===== src/rtl/rl_ram_1r1w_fifo_ctrl_if.sv =====
// FIFO controller bundle: user push/pop side and RAM port side.
// slave = controller, master = user/RAM environment.
interface rl_ram_1r1w_fifo_ctrl_if #(
  parameter int ABITS = 10,
  parameter int DBITS = 32
);
  logic                     clr_i;
  logic                     push_i;
  logic [DBITS-1:0]         din_i;
  logic                     pop_i;
  logic [DBITS-1:0]         dout_o;
  logic                     rvalid_o;
  logic                     full_o;
  logic                     empty_o;
  logic                     almost_full_o;
  logic [ABITS:0]           count_o;
  logic                     overflow_o;
  logic                     underflow_o;
  logic [ABITS-1:0]         ram_waddr_o;
  logic [DBITS-1:0]         ram_din_o;
  logic                     ram_we_o;
  logic [(DBITS+7)/8-1:0]   ram_be_o;
  logic [ABITS-1:0]         ram_raddr_o;
  logic                     ram_re_o;
  logic [DBITS-1:0]         ram_dout_i;

  modport slave (
    input  clr_i, push_i, din_i, pop_i, ram_dout_i,
    output dout_o, rvalid_o, full_o, empty_o, almost_full_o,
    output count_o, overflow_o, underflow_o,
    output ram_waddr_o, ram_din_o, ram_we_o, ram_be_o,
    output ram_raddr_o, ram_re_o
  );

  modport master (
    output clr_i, push_i, din_i, pop_i, ram_dout_i,
    input  dout_o, rvalid_o, full_o, empty_o, almost_full_o,
    input  count_o, overflow_o, underflow_o,
    input  ram_waddr_o, ram_din_o, ram_we_o, ram_be_o,
    input  ram_raddr_o, ram_re_o
  );
endinterface


===== src/rtl/rl_ram_1r1w_fifo_ctrl.sv =====
// Synchronous FIFO controller driving an external 1R1W RAM.
// Optional RL_FIFO_ERRCHK_EN: sticky overflow/underflow + assertions.
module rl_ram_1r1w_fifo_ctrl #(
  parameter int ABITS     = 10,
  parameter int DBITS     = 32,
  parameter int AFULL_LVL = (1 << ABITS) - 4
) (
  input logic clk_i,
  input logic rst_i,
  rl_ram_1r1w_fifo_ctrl_if.slave bus
);
  localparam int DEPTH = 1 << ABITS;
  localparam logic [ABITS:0] DEPTH_C = (ABITS+1)'(DEPTH);
  localparam logic [ABITS:0] AFULL_C = (ABITS+1)'(AFULL_LVL);

  logic [ABITS-1:0] wptr_d, wptr_q;
  logic [ABITS-1:0] rptr_d, rptr_q;
  logic [ABITS:0]   cnt_d, cnt_q;
  logic             full_d, full_q;
  logic             empty_d, empty_q;
  logic             afull_d, afull_q;
  logic             rvalid_d, rvalid_q;
  logic             kill, push_ok, pop_ok;

  // Request qualification and next-state pointers, count and flags
  always_comb begin
    kill     = rst_i | bus.clr_i;
    push_ok  = bus.push_i & ~full_q & ~kill;
    pop_ok   = bus.pop_i & ~empty_q & ~kill;
    wptr_d   = wptr_q;
    rptr_d   = rptr_q;
    cnt_d    = cnt_q;
    rvalid_d = pop_ok;
    if (kill) begin
      wptr_d = '0;
      rptr_d = '0;
      cnt_d  = '0;
    end else begin
      if (push_ok) wptr_d = wptr_q + 1'b1;
      if (pop_ok)  rptr_d = rptr_q + 1'b1;
      unique case ({push_ok, pop_ok})
        2'b10:   cnt_d = cnt_q + 1'b1;
        2'b01:   cnt_d = cnt_q - 1'b1;
        default: cnt_d = cnt_q;
      endcase
    end
    full_d  = (cnt_d == DEPTH_C);
    empty_d = (cnt_d == '0);
    afull_d = (cnt_d >= AFULL_C);
  end

  // State registers with synchronous reset
  always_ff @(posedge clk_i) begin
    if (rst_i) begin
      wptr_q   <= '0;
      rptr_q   <= '0;
      cnt_q    <= '0;
      full_q   <= 1'b0;
      empty_q  <= 1'b1;
      afull_q  <= 1'b0;
      rvalid_q <= 1'b0;
    end else begin
      wptr_q   <= wptr_d;
      rptr_q   <= rptr_d;
      cnt_q    <= cnt_d;
      full_q   <= full_d;
      empty_q  <= empty_d;
      afull_q  <= afull_d;
      rvalid_q <= rvalid_d;
    end
  end

  assign bus.ram_we_o      = push_ok;
  assign bus.ram_re_o      = pop_ok;
  assign bus.ram_waddr_o   = wptr_q;
  assign bus.ram_raddr_o   = rptr_q;
  assign bus.ram_din_o     = bus.din_i;
  assign bus.ram_be_o      = '1;
  assign bus.dout_o        = bus.ram_dout_i;
  assign bus.rvalid_o      = rvalid_q;
  assign bus.full_o        = full_q;
  assign bus.empty_o       = empty_q;
  assign bus.almost_full_o = afull_q;
  assign bus.count_o       = cnt_q;

`ifdef RL_FIFO_ERRCHK_EN
  logic ovf_d, ovf_q;
  logic unf_d, unf_q;

  // Sticky error flags: survive a flush, cleared only by reset
  always_comb begin
    ovf_d = ovf_q;
    unf_d = unf_q;
    if (!bus.clr_i) begin
      ovf_d = ovf_q | (bus.push_i & full_q);
      unf_d = unf_q | (bus.pop_i & empty_q);
    end
  end

  // Error flag registers
  always_ff @(posedge clk_i) begin
    if (rst_i) begin
      ovf_q <= 1'b0;
      unf_q <= 1'b0;
    end else begin
      ovf_q <= ovf_d;
      unf_q <= unf_d;
    end
  end

  assign bus.overflow_o  = ovf_q;
  assign bus.underflow_o = unf_q;

  a_cnt_range: assert property (
    @(posedge clk_i) disable iff (rst_i) cnt_q <= DEPTH_C);
  a_no_same_addr: assert property (
    @(posedge clk_i) disable iff (rst_i)
    !(bus.ram_we_o && bus.ram_re_o &&
      (bus.ram_waddr_o == bus.ram_raddr_o)));
`else
  assign bus.overflow_o  = 1'b0;
  assign bus.underflow_o = 1'b0;
`endif
endmodule


===== src/flat_wrapper.sv =====
// flat-port wrapper written by rule: the top's interface ports become plain ports
module rl_ram_1r1w_fifo_ctrl_flat 
#(
  parameter int ABITS     = 10,
  parameter int DBITS     = 32,
  parameter int AFULL_LVL = (1 << ABITS) - 4
)
  (clk_i, rst_i, bus_clr_i, bus_push_i, bus_din_i, bus_pop_i, bus_ram_dout_i, bus_dout_o, bus_rvalid_o, bus_full_o, bus_empty_o, bus_almost_full_o, bus_count_o, bus_overflow_o, bus_underflow_o, bus_ram_waddr_o, bus_ram_din_o, bus_ram_we_o, bus_ram_be_o, bus_ram_raddr_o, bus_ram_re_o);
  rl_ram_1r1w_fifo_ctrl_if #(.ABITS(ABITS), .DBITS(DBITS)) bus_i ();
  input logic clk_i;
  input logic rst_i;
  input wire logic [$bits(bus_i.clr_i)-1:0] bus_clr_i;
  input wire logic [$bits(bus_i.push_i)-1:0] bus_push_i;
  input wire logic [$bits(bus_i.din_i)-1:0] bus_din_i;
  input wire logic [$bits(bus_i.pop_i)-1:0] bus_pop_i;
  input wire logic [$bits(bus_i.ram_dout_i)-1:0] bus_ram_dout_i;
  output wire logic [$bits(bus_i.dout_o)-1:0] bus_dout_o;
  output wire logic [$bits(bus_i.rvalid_o)-1:0] bus_rvalid_o;
  output wire logic [$bits(bus_i.full_o)-1:0] bus_full_o;
  output wire logic [$bits(bus_i.empty_o)-1:0] bus_empty_o;
  output wire logic [$bits(bus_i.almost_full_o)-1:0] bus_almost_full_o;
  output wire logic [$bits(bus_i.count_o)-1:0] bus_count_o;
  output wire logic [$bits(bus_i.overflow_o)-1:0] bus_overflow_o;
  output wire logic [$bits(bus_i.underflow_o)-1:0] bus_underflow_o;
  output wire logic [$bits(bus_i.ram_waddr_o)-1:0] bus_ram_waddr_o;
  output wire logic [$bits(bus_i.ram_din_o)-1:0] bus_ram_din_o;
  output wire logic [$bits(bus_i.ram_we_o)-1:0] bus_ram_we_o;
  output wire logic [$bits(bus_i.ram_be_o)-1:0] bus_ram_be_o;
  output wire logic [$bits(bus_i.ram_raddr_o)-1:0] bus_ram_raddr_o;
  output wire logic [$bits(bus_i.ram_re_o)-1:0] bus_ram_re_o;
  assign bus_i.clr_i = bus_clr_i;
  assign bus_i.push_i = bus_push_i;
  assign bus_i.din_i = bus_din_i;
  assign bus_i.pop_i = bus_pop_i;
  assign bus_i.ram_dout_i = bus_ram_dout_i;
  assign bus_dout_o = bus_i.dout_o;
  assign bus_rvalid_o = bus_i.rvalid_o;
  assign bus_full_o = bus_i.full_o;
  assign bus_empty_o = bus_i.empty_o;
  assign bus_almost_full_o = bus_i.almost_full_o;
  assign bus_count_o = bus_i.count_o;
  assign bus_overflow_o = bus_i.overflow_o;
  assign bus_underflow_o = bus_i.underflow_o;
  assign bus_ram_waddr_o = bus_i.ram_waddr_o;
  assign bus_ram_din_o = bus_i.ram_din_o;
  assign bus_ram_we_o = bus_i.ram_we_o;
  assign bus_ram_be_o = bus_i.ram_be_o;
  assign bus_ram_raddr_o = bus_i.ram_raddr_o;
  assign bus_ram_re_o = bus_i.ram_re_o;
  rl_ram_1r1w_fifo_ctrl #(.ABITS(ABITS), .DBITS(DBITS), .AFULL_LVL(AFULL_LVL)) u_core (.clk_i(clk_i), .rst_i(rst_i), .bus(bus_i));
endmodule

===== config.mk =====
export PLATFORM = sky130hd
export DESIGN_NAME = rl_ram_1r1w_fifo_ctrl_flat
export DESIGN_NICKNAME = d
export VERILOG_FILES = /design/src/rtl/rl_ram_1r1w_fifo_ctrl_if.sv /design/src/rtl/rl_ram_1r1w_fifo_ctrl.sv /design/src/flat_wrapper.sv
export SDC_FILE = /design/constraint.sdc
export NUM_CORES = 1
export LEC_CHECK = 0
export ABC_CLOCK_PERIOD_IN_PS = 3300
export BUFFER_PORTS_ARGS = -buffer_cell sky130_fd_sc_hd__buf_4
export CORE_MARGIN = 2
export CORE_UTILIZATION = 23
export CTS_CLUSTER_SIZE = 14
export DETAILED_ROUTE_END_ITERATION = 16
export GPL_TIMING_DRIVEN = 1
export PLACE_DENSITY = 0.51
export SYNTH_ARGS = -nofsm -noshare
export SYNTH_HDL_FRONTEND = slang
export SYNTH_SLANG_ARGS = --single-unit

===== constraint.sdc =====
create_clock -name clk_i -period 3.3 [get_ports clk_i]
set_clock_uncertainty 0.2 [all_clocks]
set_input_delay 0.495 -clock clk_i [delete_from_list [all_inputs] [get_ports clk_i]]
set_output_delay 0.495 -clock clk_i [all_outputs]
set_load 0.05 [all_outputs]

---- Word level (Yosys, flattened, before mapping) ----
Cells that the tools add are included.
storage, ports and cells
  input port bits ......................... 69
  bits in registers ....................... 35
  output and inout bits ................... 107
  logic and storage cells ................. 27
cells by class
  add/subtract/negate cells ............... 4
  mux-type cells .......................... 2
  bitwise gates (word level) .............. 8
  order comparisons ....................... 1
  equal/unequal tests ..................... 3
  reductions and logical operators ........ 2
operators with widths
  operator                                                                  number
  11-bit one-hot mux with 2 select lines                                    1
  10-bit by 1-bit adder with 10-bit output (second input constant)          2
  11-bit by 1-bit adder with 11-bit output (second input constant)          1
  11-bit equality test (second input constant)                              1
  11-bit by 10-bit >= comparator with 1-bit output (second input constant)  1
  11-bit zero test                                                          1
  11-bit 2-to-1 mux                                                         1
  11-bit by 1-bit subtractor with 11-bit output (second input constant)     1
  1-bit AND                                                                 4
  1-bit inverter                                                            3
  2-bit by 1-bit equality test with 1-bit output (second input constant)    1
  2-bit equality test (second input constant)                               1
  2-bit OR reduction                                                        1
  1-bit bitwise OR                                                          1

---- Longest topological paths before layout ----
Gate-level depths: netlist of run 1.
  word-level depth ........................ 7
  mapped depth ............................ 13

---- Worst setup path before layout of run 1 ----
Ideal clock, no wire load.
  kind .................................... reg-to-reg
  start ................................... reg u_core.empty_q, in the netlist u_core.bus.empty_o
  end ..................................... reg u_core.empty_q, in the netlist u_core.bus.empty_o
  library setup time ...................... 0.078 ns
  arrival time ............................ 3.298 ns
  required time ........................... 3.022 ns
  cell stages (with the launch flop) ...... 13
  slack ................................... -0.276 ns
  cell sequence ........................... dfxtp_1 or4b_4 clkinv_4 nand2_8 xnor2_1 ha_1 nor4_1 nor4_4 a2111oi_2 mux2i_2 o211ai_1 a2111o_1 nor3_1
on the way
  longest elaborated chain between the ends .. 7
ends and longest elaborated chain
  item                                                                                          line                         source
  from (decl)                                                                                   rl_ram_1r1w_fifo_ctrl.sv:20  logic empty_d, empty_q;
  from (signal assigned)                                                                        rl_ram_1r1w_fifo_ctrl.sv:67  empty_q <= empty_d;
  1-bit inverter *                                                                              rl_ram_1r1w_fifo_ctrl.sv:29  pop_ok = bus.pop_i & ~empty_q & ~kill;
  1-bit AND * (2 in a row)                                                                      rl_ram_1r1w_fifo_ctrl.sv:29
  named net bus_ram_re_o                                                                        flat_wrapper.sv:30           output wire logic [$bits(bus_i.ram_re_o)-1:0] bus_ram_re_o;
  2-bit by 1-bit equality test with 1-bit output / 2-bit equality test (equally long branches)  rl_ram_1r1w_fifo_ctrl.sv:41  unique case ({push_ok, pop_ok})
  11-bit one-hot mux with 2 select lines *                                                      rl_ram_1r1w_fifo_ctrl.sv:41
  11-bit 2-to-1 mux *                                                                           rl_ram_1r1w_fifo_ctrl.sv:34  if (kill) begin
  11-bit zero test *                                                                            rl_ram_1r1w_fifo_ctrl.sv:48  empty_d = (cnt_d == '0);
Mark *: on every way through the listed nets, which the timed path passes. The rest lies on a longest branch.
A chain may end at the register's enable or synchronous reset.

---- Final worst setup path of run 1 ----
  start ................................... in rst_i
  end ..................................... reg u_core.empty_q, in the netlist u_core.bus.empty_o
on the way
  longest elaborated chain between the ends .. 7
ends and longest elaborated chain
  item                                                                                          line                                                      source
  from (decl)                                                                                   flat_wrapper.sv:11                                        input logic rst_i;
  1-bit bitwise OR                                                                              rl_ram_1r1w_fifo_ctrl.sv:27                               kill = rst_i | bus.clr_i;
  1-bit inverter                                                                                rl_ram_1r1w_fifo_ctrl.sv:28, rl_ram_1r1w_fifo_ctrl.sv:29
  1-bit AND, on equally long branches                                                           rl_ram_1r1w_fifo_ctrl.sv:29, rl_ram_1r1w_fifo_ctrl.sv:28
  2-bit by 1-bit equality test with 1-bit output / 2-bit equality test (equally long branches)  rl_ram_1r1w_fifo_ctrl.sv:41
  11-bit one-hot mux with 2 select lines                                                        rl_ram_1r1w_fifo_ctrl.sv:41
  11-bit 2-to-1 mux                                                                             rl_ram_1r1w_fifo_ctrl.sv:34
  11-bit zero test                                                                              rl_ram_1r1w_fifo_ctrl.sv:48
Several ways; a longest one is shown, not always the timed one.

==> flow_metrics.py, run 1 <==
metrics = {
    "timing": {
        "hold_slack_ps": 309.6,
        "rsz0062_at_grt": "true",
        "finalHoldViolations": 0,
        "worst_slack_ps": 22.38,
        "max_freq_ghz": 0.3051,
        "min_period_over_period": 0.9932,
        "max_slew_margin": 0.5386,
        "setup_tns_ps": 0,
        "tightestPinTransition_ps": 691.1,
        "slew_viol_final": 0,
        "layout_min_cycle_time_ps": 3278,
        "setup_viol": 0,
    },
    "final_layout": {
        "drive_gt1_frac": 0.3252,
        "insertedDiodeCount": 0,
        "postLayoutCoreUtil": 0.2671,
        "fin_nets": 401,
        "finalInstanceArea_mm2": 0.003050,
        "synthToLayoutAreaGrowth_pct": 13.34,
        "stdcell_count": 472,
    },
    "clock_network": {
        "clockBufferDepth": 2,
        "clock_latency_ps": 280,
        "ctsHoldBuffers": 0,
        "cts_sinks": 35,
        "clkTransAtPathRegs_ps": 60,
        "h-tree-depth": 2,
        "cts_tree": "built",
        "cts_made_buffers": 5,
        "root_buffer": "clkbuf_16",
    },
    "pwr": {
        "pwr_density_cell_mw_per_mm2": 341.8,
        "clkPwrFrac": 0.517,
        "peakVddDrop_mv": 0.2305,
        "internal_power_mw": 0.8023,
        "power_mw": 1.043,
        "seqPwrFrac": 0.410,
        "power_switching_mw": 0.2405,
        "swShare": 0.2306,
        "p_leak_nw": 1.254,
        "p_comb_frac": 0.073,
    },
    "synthesis": {
        "synth-async-reset-ratio": 0,
        "synth_most_common_cell": "buf_4",
        "synth_top_cell_by_area": "dfxtp_1",
        "synth_cell_type_count": 62,
        "synth_cells": 336,
        "ys_ff_latch": 35,
        "synth_top_area_frac": 0.2603,
        "synthTopCellsByCount": "72 x buf_4, 35 x dfxtp_1, 30 x nor2_1",
        "yosysSeqAreaShare": 0.2603,
        "synthTopCellsByArea": "dfxtp_1 26%, buf_4 20%, nor2_1 4.2%",
        "synth_area_per_cell_um2": 8.010,
        "synth_flop_cell": "dfxtp_1",
        "syn_area_mm2": 0.002691,
        "synth_edf_count": 0,
        "ys_warn_count": 0,
    },
    "setup_path": {
        "cp-end-kind": "register",
        "r2r_cells": 13,
        "startpoint": "rst_i",
        "ff2ff_setup_slack_ps": 50,
        "cp_max_fo": 5,
        "path_class": "input pin to register",
        "critPathCapture": "u_core.bus.empty_o",
        "r2r-start": "u_core.bus.empty_o",
        "r2r-end": "u_core.bus.empty_o",
        "cp-start-kind": "input pin",
        "cp.arrival_ps": 3280,
        "required_ps": 3300,
    },
    "die": {
        "dieArea_mm2": 0.01258,
        "fp-row-count": 39,
        "core_area_mm2": 0.01142,
        "die_height_um": 112.2,
        "start_util": 0.2357,
        "ioPinCount": 176,
        "dieWidth_um": 112.2,
    },
    "placement": {
        "dp_hpwl_um": 4909,
        "placed_area_mm2": 0.002844,
        "place.port_buffers": 41,
        "dp_worst_setup_slack_ps": -232.2,
        "dp.cells": 462,
        "gp_congestion": 0.8717,
    },
    "drt": {
        "routed-via-count": 2173,
        "drtAntennaViolNets": 0,
        "wl_um": 6557,
        "viasPerCell": 4.604,
        "wire_per_inst_um": 13.89,
        "firstDrtPassIters": 4,
        "drtIter0Drc": 145,
        "drc_errors": 0,
    },
    "job": {
        "maxCapViolCount": 0,
    },
    "global_routing": {
        "track_usage": 0.1030,
        "grt_overflow": 0,
        "grt_max_degree": 29,
        "first_global_vias": 2150,
        "grt_pass1_wl_um": 10670,
        "antenna_found_initial": 0,
    },
    "run_status": {
        "run_status": "complete, no violations",
    },
    "hold_path": {
        "hold_path_class": "register to register",
    },
}
sequential cells by signal, summed over array words and instances (netlist names):
signal	count
u_core.bus.empty_o	1
u_core.bus.almost_full_o	1
u_core.bus.full_o	1
u_core.bus.ram_waddr_o	10
u_core.bus.count_o	11
u_core.bus.rvalid_o	1
u_core.bus.ram_raddr_o	10
metal layers:
| metal | vias to the layer above | part of all wire | global-route usage | wire, um |
|---|---|---|---|---|
| met3 | 20 | 0.063 | 0.02160 | 414 |
| met5 | - | 0 | 0 | 0 |
| li1 | 1054 | - | - | - |
| met2 | 80 | 0.47 | 0.1618 | 3055 |
| met4 | 0 | 0.026 | 0.05610 | 170 |
| met1 | 1019 | 0.44 | 0.1320 | 2916 |
cell type report:
type | count | area [um^2]
well taps | 143 | 178.9
clock buffers | 5 | 125.1
clock inverters | 3 | 43.79
multi-input cells | 203 | 1410
fillers | 1261 | 8368
inverters | 13 | 61.31
repair buffers | 70 | 529.3
flip-flops and latches | 35 | 701.9
cell families (layout without fill, tap and decap cells):
logic type / count (synthesis) / in the layout / share of synthesized area
xor+xnor: 18 / 18 / 0.05858
other cells: 2 / 6 / 0.002790
mux: 10 / 10 / 0.03859
buf+inv: 102 / 91 / 0.2571
fa+ha+maj: 4 / 4 / 0.01860
flops: 35 / 35 / 0.2603
compound gates: 48 / 48 / 0.1302
simple gates: 117 / 117 / 0.2338
power by group through the flow:
stage	Sequential [mW]	Combinational, mW	Clock [mW]
2_1_floorplan	0.442	0.262	0
3_3_place_gp	0.437	0.0746	0
3_5_place_dp	0.437	0.0753	0
4_1_cts	0.427	0.0754	0.557
5_1_grt	0.427	0.0820	0.575
6_report	0.427	0.0760	0.539
worst min path at each step:
stage	cells after the start	to	startpoint	slack (ps)
2_1_floorplan	2	u_core.bus.ram_waddr_o[1]	u_core.bus.ram_waddr_o[1]	490
3_3_place_gp	2	u_core.bus.ram_waddr_o[5]	u_core.bus.ram_waddr_o[5]	290
3_5_place_dp	2	u_core.bus.ram_waddr_o[5]	u_core.bus.ram_waddr_o[5]	310
4_1_cts	2	u_core.bus.ram_waddr_o[5]	u_core.bus.ram_waddr_o[5]	320
5_1_grt	2	u_core.bus.ram_waddr_o[6]	u_core.bus.ram_waddr_o[6]	340
6_report	2	u_core.bus.ram_waddr_o[5]	u_core.bus.ram_waddr_o[5]	310
cell usage in the layout, fill, tap and decap left out, types with 2 or more instances in the layout:
| cell | count |
|---|---|
| buf_4 | 69 |
| dfxtp_1 | 34 |
| nor2_1 | 30 |
| nand2_1 | 21 |
| inv_1 | 12 |
| nand3_1 | 11 |
| nor3_1 | 10 |
| xor2_1 | 10 |
| o21ai_0 | 9 |
| a21oi_1 | 8 |
| mux2i_1 | 8 |
| nand4_1 | 7 |
| xnor2_1 | 7 |
| conb_1 | 6 |
| nor4_1 | 5 |
| clkbuf_16 | 5 |
| and2_1 | 4 |
| o21a_1 | 4 |
| or3_1 | 4 |
| and3_1 | 3 |
| o21ai_1 | 3 |
| and2b_1 | 2 |
| nand2b_1 | 2 |
| or2_2 | 2 |
| nor4_4 | 2 |
| mux2i_2 | 2 |
| o211ai_1 | 2 |
| a211oi_1 | 2 |
| or4_1 | 2 |
| nor3_2 | 2 |
| ha_1 | 2 |
worst max-delay path: stages:
cell and delay [ps]:
buf_4 110, or4b_4 570, clkinv_8 80, nand2_8 50
xnor2_4 150, ha_4 180, a21o_1 170, o311ai_2 110
a31o_2 300, o31a_2 290, a22oi_2 190, mux2i_2 320
inv_1 110, nor3_2 160
repair_timing:
action | 4_1_cts | 5_1_grt
setup endpoints to repair | 1 | 4
pin swaps | 1 | 5
buffers inserted | 0 | 2
gates resized for setup | 0 | 6
Note: power is estimated with default switching activity, not from simulation.
==> run 2, diff against run 1 <==
- GPL_TIMING_DRIVEN: 1 -> 0
==> flow_metrics.py, run 2 (synthesis gave the netlist of run 1 again) <==
metrics = {
    "run_status": {
        "run_status": "complete, no violations",
    },
    "pwr": {
        "peakVddDrop_mv": 0.1905,
        "pwr_density_cell_mw_per_mm2": 320.6,
        "p_leak_nw": 1.912,
        "power_mw": 1.323,
    },
    "setup_path": {
        "cp.arrival_ps": 3300,
        "r2r-start": "u_core.bus.empty_o",
        "required_ps": 3300,
        "crit_chain": "buf_8 > or4b_4 > clkinv_8 > nand2_8 > xnor2_4 > ha_4 > a21o_1 > o311ai_2 > a31o_2 > o31a_2 > a22oi_2 > mux2i_2 > inv_1 > nor3_2",
        "slowest_delay_ps": 600,
        "cp-end-kind": "register",
        "cp_max_fo": 5,
        "slowest_stage": "or4b_4",
        "path_class": "input pin to register",
        "cp.depth": 14,
        "crit_family": "compound AO/OA/AOI/OAI gates",
        "worst-path-buf-inv": 3,
        "r2r_cells": 13,
        "startpoint": "rst_i",
        "cp-start-kind": "input pin",
        "ff2ff_setup_slack_ps": 40,
    },
    "drt": {
        "firstDrtPassIters": 4,
        "drtAntennaViolNets": 0,
        "drc_errors": 0,
        "wire_per_inst_um": 12.24,
        "viasPerCell": 4.407,
        "wl_um": 7455,
        "drtIter0Drc": 155,
        "routed-via-count": 2684,
    },
    "clock_network": {
        "ctsHoldBuffers": 0,
        "cts_sinks": 35,
        "clockBufferDepth": 2,
        "clock_latency_ps": 280,
        "clkTransAtPathRegs_ps": 60,
        "root_buffer": "clkbuf_16",
        "h-tree-depth": 2,
        "cts_made_buffers": 5,
        "cts_tree": "built",
    },
    "final_layout": {
        "final_common_cell": "buf_4",
        "fin_nets": 538,
        "final_cell_mix": "189 x buf_4, 34 x dfxtp_1, 29 x nor2_1",
        "largest_reg_flops": 11,
        "insertedDiodeCount": 0,
        "drive_gt1_frac": 0.5279,
        "postLayoutCoreUtil": 0.3614,
        "synthToLayoutAreaGrowth_pct": 53.32,
    },
    "global_routing": {
        "track_usage": 0.1104,
        "antenna_found_initial": 0,
        "grt_overflow": 0,
        "first_global_vias": 2421,
        "grt_max_degree": 13,
        "grt_pass1_wl_um": 11670,
    },
    "timing": {
        "slew_viol_final": 0,
        "setup_viol": 0,
        "layout_min_cycle_time_ps": 3298,
        "max_slew_margin": 0.5371,
        "max_freq_ghz": 0.3032,
        "finalHoldViolations": 0,
        "rsz0062_at_grt": "true",
        "min_period_over_period": 0.9995,
        "tightestPinTransition_ps": 694.4,
    },
    "die": {
        "start_util": 0.2357,
        "core_area_mm2": 0.01142,
        "die_height_um": 112.2,
        "dieArea_mm2": 0.01258,
        "ioPinCount": 176,
        "dieWidth_um": 112.2,
        "fp-row-count": 39,
    },
    "placement": {
        "gp_congestion": 0.8182,
        "dp_hpwl_um": 5728,
        "place.port_buffers": 105,
    },
    "hold_path": {
        "hold_path_class": "register to register",
        "min_path_cells": 2,
        "hp-start": "u_core.bus.ram_waddr_o[6]",
    },
    "job": {
        "maxCapViolCount": 0,
    },
}
-- run 2: cell types whose count changed in the layout (fill, tap and decap cells not counted), moves of 2 or more --
cell / delta
buf_1: +2
buf_2: +6
buf_4: +120
buf_8: +3
clkbuf_1: +2
inv_1: -2
-- run 2: final timing paths --
path,endpoint
hold / removal,u_core.bus.ram_waddr_o[6]
hold reg to reg,u_core.bus.ram_waddr_o[6]
setup reg to reg,u_core.bus.empty_o
setup / recovery,u_core.bus.empty_o
-- run 2: per-layer routing --
metal  share of wire  vias up  GRT usage
met4           0.012        0    0.03821
met1            0.41     1223     0.1421
li1                -     1331          -
met2            0.49      124     0.1900
met3           0.079        6    0.01512
met5               0        -          0
-- run 2: final cells by class --
cell class                      count  area, um^2
Buffer                             89       660.6
Clock buffer                        5       125.1
Tap cell                          143       178.9
Multi-Input combinational cell    203        1436
Sequential cell                    35       701.9
Clock inverter                      3       43.79
Timing Repair Buffer              118       914.6
Fill cell                        1188        7292
Inverter                           13       65.06
-- run 2: where the power goes --
part / switching [mW] / internal (mW) / total, mW
Combinational: 0.225 / 0.126 / 0.351
Sequential: 0.00257 / 0.424 / 0.427
Clock: 0.189 / 0.356 / 0.546
Total: 0.417 / 0.906 / 1.32
-- run 2: repair_timing --
action	4_1_cts	5_1_grt
setup endpoints to repair	3	3
gates cloned	0	1
pin swaps	7	8
setup buffers	7	5
hold endpoints to repair	0	0
gates resized for setup	9	14
-- run 2: tightest hold or removal path: stages (launching register included) --
cell and delay, ps:
dfxtp_1 330, o21ai_0 70, a21oi_1 60
-- run 2: metrics by stage --
| stage | instance area, um^2 | hold slack (ps) | setup TNS (ps) | instances | worst slack, ps |
|---|---|---|---|---|---|
| 6_report | 4126 | 305.5 | 0 | 609 | 1.776 |
| 5_1_grt | 4126 | 346.6 | -207.6 | 609 | -131.9 |
| 4_1_cts | 4014 | 309.9 | -24.50 | 603 | -24.50 |
| 3_5_place_dp | 3762 | 300.0 | -1406 | 588 | -427.3 |
| 3_3_place_gp | 3762 | 285.6 | -1413 | 588 | -453.9 |
| 2_1_floorplan | 2795 | 494.7 | 0 | 340 | 0.2849 |
